<file path="src/rtl/grf_arb_pkg.sv">
// Shared widths and the write-back request record used by the GRF write-port arbiter.
package grf_arb_pkg;

   localparam int REG_AW = 5;
   localparam int DATA_W = 32;

   // One pending GRF write: destination, data and the PC of the producing instruction.
   typedef struct packed {
      logic [REG_AW-1:0] a3;
      logic [DATA_W-1:0] wd;
      logic [DATA_W-1:0] pc;
   } wb_req_t;

endpackage

</file>
<file path="src/rtl/wb_fifo.sv">
// Small in-order FIFO holding MDU results until the GRF write port is idle.
// The head entry is visible without a read strobe so the arbiter can pop and
// register it in the same cycle.
module wb_fifo
   import grf_arb_pkg::*;
#(
   parameter int DEPTH = 2
) (
   input  logic    clk,
   input  logic    reset,
   input  logic    push_i,
   input  wb_req_t push_data_i,
   input  logic    pop_i,
   output logic    full_o,
   output logic    empty_o,
   output wb_req_t head_o
);

   localparam int PTR_W = (DEPTH > 1) ? $clog2(DEPTH) : 1;
   localparam int CNT_W = $clog2(DEPTH + 1);
   localparam logic [PTR_W-1:0] LAST_PTR = PTR_W'(DEPTH - 1);
   localparam logic [CNT_W-1:0] FULL_CNT = CNT_W'(DEPTH);

   logic [PTR_W-1:0] wr_ptr_q, wr_ptr_d;
   logic [PTR_W-1:0] rd_ptr_q, rd_ptr_d;
   logic [CNT_W-1:0] count_q, count_d;
   wb_req_t          mem_q [DEPTH];
   logic             do_push, do_pop;

   assign full_o  = (count_q == FULL_CNT);
   assign empty_o = (count_q == '0);
   assign head_o  = mem_q[rd_ptr_q];

   // A full FIFO refuses a push even when the head leaves in the same cycle.
   assign do_push = push_i && !full_o;
   assign do_pop  = pop_i && !empty_o;

   // Next-state for the circular pointers and occupancy count.
   always_comb begin
      wr_ptr_d = wr_ptr_q;
      rd_ptr_d = rd_ptr_q;
      count_d  = count_q;
      if (do_push) wr_ptr_d = (wr_ptr_q == LAST_PTR) ? '0 : wr_ptr_q + 1'b1;
      if (do_pop)  rd_ptr_d = (rd_ptr_q == LAST_PTR) ? '0 : rd_ptr_q + 1'b1;
      case ({do_push, do_pop})
         2'b10:   count_d = count_q + 1'b1;
         2'b01:   count_d = count_q - 1'b1;
         default: count_d = count_q;
      endcase
   end

   // Pointer/count registers; reset empties the FIFO and drops its contents.
   always_ff @(posedge clk) begin
      if (reset) begin
         wr_ptr_q <= '0;
         rd_ptr_q <= '0;
         count_q  <= '0;
      end else begin
         wr_ptr_q <= wr_ptr_d;
         rd_ptr_q <= rd_ptr_d;
         count_q  <= count_d;
      end
   end

   // Storage write; entries need no reset since occupancy is tracked by count_q.
   always_ff @(posedge clk) begin
      if (do_push) mem_q[wr_ptr_q] <= push_data_i;
   end

endmodule

</file>
<file path="src/rtl/grf_wb_arbiter.sv">
// Arbitrates the single GRF write port between the W stage and the MDU.
// Pipeline writes always win; MDU results wait in wb_fifo and drain on cycles
// where the pipeline does not write a real register. A per-register pending
// scoreboard stalls decode until an issued MDU destination has been written.
module grf_wb_arbiter
   import grf_arb_pkg::*;
#(
   parameter int DEPTH = 2
) (
   input  logic              clk,
   input  logic              reset,
   input  logic              pipe_we,
   input  logic [REG_AW-1:0] pipe_a3,
   input  logic [DATA_W-1:0] pipe_wd,
   input  logic [DATA_W-1:0] pipe_pc,
   input  logic              md_issue,
   input  logic [REG_AW-1:0] md_issue_a3,
   input  logic              md_valid,
   output logic              md_ready,
   input  logic [REG_AW-1:0] md_a3,
   input  logic [DATA_W-1:0] md_wd,
   input  logic [DATA_W-1:0] md_pc,
   input  logic [REG_AW-1:0] id_a1,
   input  logic [REG_AW-1:0] id_a2,
   input  logic [REG_AW-1:0] id_a3,
   output logic              stall,
   output logic              grf_we,
   output logic [REG_AW-1:0] grf_a3,
   output logic [DATA_W-1:0] grf_wd,
   output logic [DATA_W-1:0] grf_wpc
);

   localparam int NREG = 1 << REG_AW;

   logic      pipe_sel, fifo_push, fifo_pop, fifo_full, fifo_empty;
   wb_req_t   md_req, head, sel_req;
   logic      grf_we_q, grf_we_d;
   wb_req_t   grf_q, grf_d;
   logic [NREG-1:0] pending_q, pending_d;

   // A pipeline write to $0 is treated as an idle slot so the FIFO may drain.
   assign pipe_sel  = pipe_we && (pipe_a3 != '0);
   assign fifo_pop  = !pipe_sel && !fifo_empty;
   assign md_ready  = !fifo_full && !reset;
   // Results aimed at $0 complete the handshake but are never stored.
   assign fifo_push = md_valid && md_ready && (md_a3 != '0);
   assign md_req    = '{a3: md_a3, wd: md_wd, pc: md_pc};

   wb_fifo #(.DEPTH(DEPTH)) u_fifo (
      .clk         (clk),
      .reset       (reset),
      .push_i      (fifo_push),
      .push_data_i (md_req),
      .pop_i       (fifo_pop),
      .full_o      (fifo_full),
      .empty_o     (fifo_empty),
      .head_o      (head)
   );

   // Write-port select: pipeline first, then FIFO head, otherwise all-zero idle.
   always_comb begin
      sel_req  = '0;
      grf_we_d = 1'b0;
      if (pipe_sel) begin
         sel_req  = '{a3: pipe_a3, wd: pipe_wd, pc: pipe_pc};
         grf_we_d = 1'b1;
      end else if (fifo_pop) begin
         sel_req  = head;
         grf_we_d = 1'b1;
      end
      grf_d = sel_req;
   end

   // Registered GRF write port, one cycle after selection.
   always_ff @(posedge clk) begin
      if (reset) begin
         grf_we_q <= 1'b0;
         grf_q    <= '0;
      end else begin
         grf_we_q <= grf_we_d;
         grf_q    <= grf_d;
      end
   end

   assign grf_we  = grf_we_q;
   assign grf_a3  = grf_q.a3;
   assign grf_wd  = grf_q.wd;
   assign grf_wpc = grf_q.pc;

   // Scoreboard next state per register: an issue sets, a FIFO pop clears, set wins.
   assign pending_d[0] = 1'b0;
   generate
      for (genvar gi = 1; gi < NREG; gi++) begin : g_pending
         logic set_hit, clr_hit;
         assign set_hit = md_issue && (md_issue_a3 == REG_AW'(gi));
         assign clr_hit = fifo_pop && (head.a3 == REG_AW'(gi));
         assign pending_d[gi] = set_hit || (pending_q[gi] && !clr_hit);
      end
   endgenerate

   // Scoreboard register; reset forgets every outstanding MDU destination.
   always_ff @(posedge clk) begin
      if (reset) pending_q <= '0;
      else       pending_q <= pending_d;
   end

   // Decode hazard against any outstanding MDU destination ($0 is never pending).
   assign stall = ((id_a1 != '0) && pending_q[id_a1]) ||
                  ((id_a2 != '0) && pending_q[id_a2]) ||
                  ((id_a3 != '0) && pending_q[id_a3]);

   // Only one MDU result may be outstanding per register; re-issue is legal only
   // when the earlier result is being written in this very cycle.
   always_ff @(posedge clk) begin
      if (!reset && md_issue && (md_issue_a3 != '0))
         assert (!pending_q[md_issue_a3] || (fifo_pop && (head.a3 == md_issue_a3)));
   end

endmodule

</file>
<file path="config.mk">
export PLATFORM = sky130hd
export DESIGN_NAME = grf_wb_arbiter
export DESIGN_NICKNAME = d
export VERILOG_FILES = /design/src/rtl/grf_arb_pkg.sv /design/src/rtl/wb_fifo.sv /design/src/rtl/grf_wb_arbiter.sv
export SDC_FILE = /design/constraint.sdc
export NUM_CORES = 1
export LEC_CHECK = 0
export ABC_AREA = 1
export CORE_MARGIN = 3
export CORE_UTILIZATION = 54
export DETAILED_ROUTE_END_ITERATION = 12
export HOLD_SLACK_MARGIN = 0.02
export PLACE_DENSITY_LB_ADDON = 0.1
export SLEW_MARGIN = 20
export SYNTH_ARGS = -nofsm -noshare
export SYNTH_HDL_FRONTEND = slang
export SYNTH_SLANG_ARGS = --single-unit
</file>
<file path="constraint.sdc">
create_clock -name clk -period 10 [get_ports clk]
set_input_delay 2 -clock clk [delete_from_list [all_inputs] [get_ports clk]]
set_output_delay 2 -clock clk [all_outputs]
set_load 0.05 [all_outputs]
</file>
==> results.sh <==
export IMPL_critPathKind="in2out"
export IMPL_synth_top_cell_area_share_pct=40.5
export IMPL_fin_crit_ns=6.76
export IMPL_die_w_um=144
export IMPL_ys_flop_type="edfxtp_1"
export IMPL_design_core_area_mm2=0.0183
export IMPL_start_util_pct=56.0
export IMPL_rows=49
export IMPL_cp_arrival_ns=4.76
export IMPL_synth_nets=1182
export IMPL_numCtsBuffers=25
export IMPL_synth_seq_cells=244
export IMPL_grt_max_degree=75
export IMPL_maxCapViolations=0
export IMPL_cts_resized=0
export IMPL_min_path_type="reg2reg"
export IMPL_skew_ns=0.00968
export IMPL_wl_per_cell_um=17.5
export IMPL_synthCells=1018
export IMPL_hold_viol=0
export IMPL_via_count=7879
export IMPL_grt_usage_pct=25.0
export IMPL_clkTransAtPathRegs_ns=0.05
export IMPL_drtAntennaViolNets=0
export IMPL_synth_area_mm2=0.0102
export IMPL_layout_drive_gt1_share_pct=9.50
export IMPL_leakage_uw=0.00495
export IMPL_critical_path_startpoint_type="input pin"
export IMPL_relSlewSlack_pct=30.6
export IMPL_grt_pass1_wl_mm=40.5
export IMPL_place_congestion=0.918
export IMPL_grt_antenna_before_repair=2
export IMPL_yosysMostFrequentCell="nand2_1"
export IMPL_crit_fanout=17
export IMPL_cts_sinks=244
export IMPL_clock_root_buffer="clkbuf_16"
export IMPL_max_freq_mhz=148
export IMPL_ir_worst_vdd_mv=0.154
export IMPL_dieArea_mm2=0.0206
export IMPL_grt_overflow=0
export IMPL_cp_required_ns=8.00
export IMPL_hold_buffers=0
export IMPL_io_pins=235
export IMPL_synthDistinctLibCells=33
export IMPL_rsz0062_at_grt="no"
export IMPL_rr_worst_depth=6
export IMPL_synth_largest_area_cell="edfxtp_1"
export IMPL_ys_seq_area_share_pct=61.2
export IMPL_syn_to_final_growth_pct=30.2
export IMPL_power_density_mw_per_mm2=184
export IMPL_fp_dieH_um=144
export IMPL_nets=1398
export IMPL_clk_latency_ns=0.52
export IMPL_tritoncts="yes"
export IMPL_placed_cells=1436
export IMPL_synth_edff_count=138
export IMPL_grt_pass1_vias=7679
export IMPL_hpwl_mm=17.8
export IMPL_wl_mm=26.0
export IMPL_holdWs_ns=0.476
export IMPL_htree_levels=1
export IMPL_async_flop_share_pct=0
export IMPL_setup_viol=0
export IMPL_cts_setup_buffers=0
export IMPL_first_iter_violations=522
export IMPL_first_pass_iters=5
export IMPL_min_period_over_period_pct=67.6
export IMPL_syn_area_per_cell_um2=10.1
export IMPL_instances_no_fill=1484
export IMPL_drv_slew=0
export IMPL_io_buffers=234
export IMPL_yosysWarnings=0
export IMPL_synthTopCellsByCount="nand2_1, edfxtp_1, a21oi_1"
export IMPL_clockBufferDepth=3
export IMPL_worst_setup_path_end_kind="output pin"
export IMPL_hold_path_cell_count=2
export IMPL_setup_tns_ns=0
export IMPL_status="finished clean"
export IMPL_drc=0
export IMPL_via_per_inst=5.31
export IMPL_tightest_slew_ns=1.04
export IMPL_ys_top_cells_by_area="edfxtp_1, dfxtp_1, nand2_1, a21oi_1, mux2_2"
## where the power goes
part	internal [uW]	switching, uW
sequential	1120	32.8
combinational	171	245
clock	532	362
## final timing paths
path                           from                   to  slack, ns
hold reg to reg       pending_q[21]        pending_q[21]       0.48
setup reg to reg  u_fifo.count_q[0]  u_fifo.mem_q[1][65]       7.33
setup / recovery           id_a2[0]                stall       3.24
hold / removal        pending_q[21]        pending_q[21]       0.48
## per-layer routing
layer / wire, um / vias up / GRT usage (%)
met1: 10700 / 3678 / 32.6
met4: 591 / 0 / 7.43
met5: 0 / - / 0
li1: - / 3855 / -
met3: 2140 / 45 / 6.52
met2: 12600 / 301 / 41.4
## final cells by class
class	count	area, um^2
Fill cell	1365	4940
Sequential cell	244	6270
Tap cell	229	287
Clock inverter	9	110
Timing Repair Buffer	238	2370
Antenna cell	2	5.00
Multi-Input combinational cell	662	3350
Inverter	63	241
Clock buffer	37	691
## layout by cell type (no fill, tap or decap), types with 2 or more instances in the layout
cell type and count:
clkbuf_8 2, clkbuf_1 10, inv_2 9, mux2_2 47, a21oi_2 2, a21oi_1 109
nor3_1 4, clkbuf_16 25, buf_4 5, clkdlybuf4s50_1 233, o21ai_1 26, o211ai_1 3
nand2_1 331, nand2_2 3, clkinv_2 2, dfxtp_1 105, diode_2 2, o21ai_0 5
clkinv_1 3, mux2_1 17, o21ai_2 5, or2_2 3, nor2_4 5, nand3_1 54
nor2_1 38, clkinv_4 2, inv_1 53, bufinv_16 2, nor2_2 4, edfxtp_1 138
## cells by family after synthesis
group           Yosys count  share of synthesized area (%)
compound gates          152                           7.80
fa+ha+maj                 1                          0.122
buf+inv                 112                           6.18
flops                   244                           61.2
mux                      64                           7.04
simple gates            445                           17.6
## critical path, stage by stage
cell	delay, ns
clkdlybuf4s50_1	0.83
inv_2	0.20
nor2_1	0.26
nand2_1	0.08
nand3_1	0.09
nand3b_1	0.09
a21oi_1	0.25
nor2_1	0.08
nand2_1	0.07
clkdlybuf4s50_1	0.79
## sequential cells by signal, summed over array words and instances, names as in the netlist, named ones only
signal,cells
pending_q,31
u_fifo.count_q,2
u_fifo.mem_q,138
grf_wd,32
u_fifo.rd_ptr_q,1
u_fifo.wr_ptr_q,1
grf_a3,5
grf_we,1
grf_wpc,32
## metrics by stage
stage / power, uW / cell area [um^2] / utilization, % / setup WS, ns
2_1_floorplan: 1450 / 10200 / - / 3.31
3_3_place_gp: 1580 / 12500 / 68.5 / 3.34
3_5_place_dp: 1580 / 12500 / 68.5 / 3.32
4_1_cts: 2480 / 13300 / 72.9 / 3.30
5_1_grt: 2560 / 13300 / 72.9 / 3.04
6_report: 2460 / 13300 / 72.9 / 3.24
Note: power is estimated with default switching activity, not from simulation.
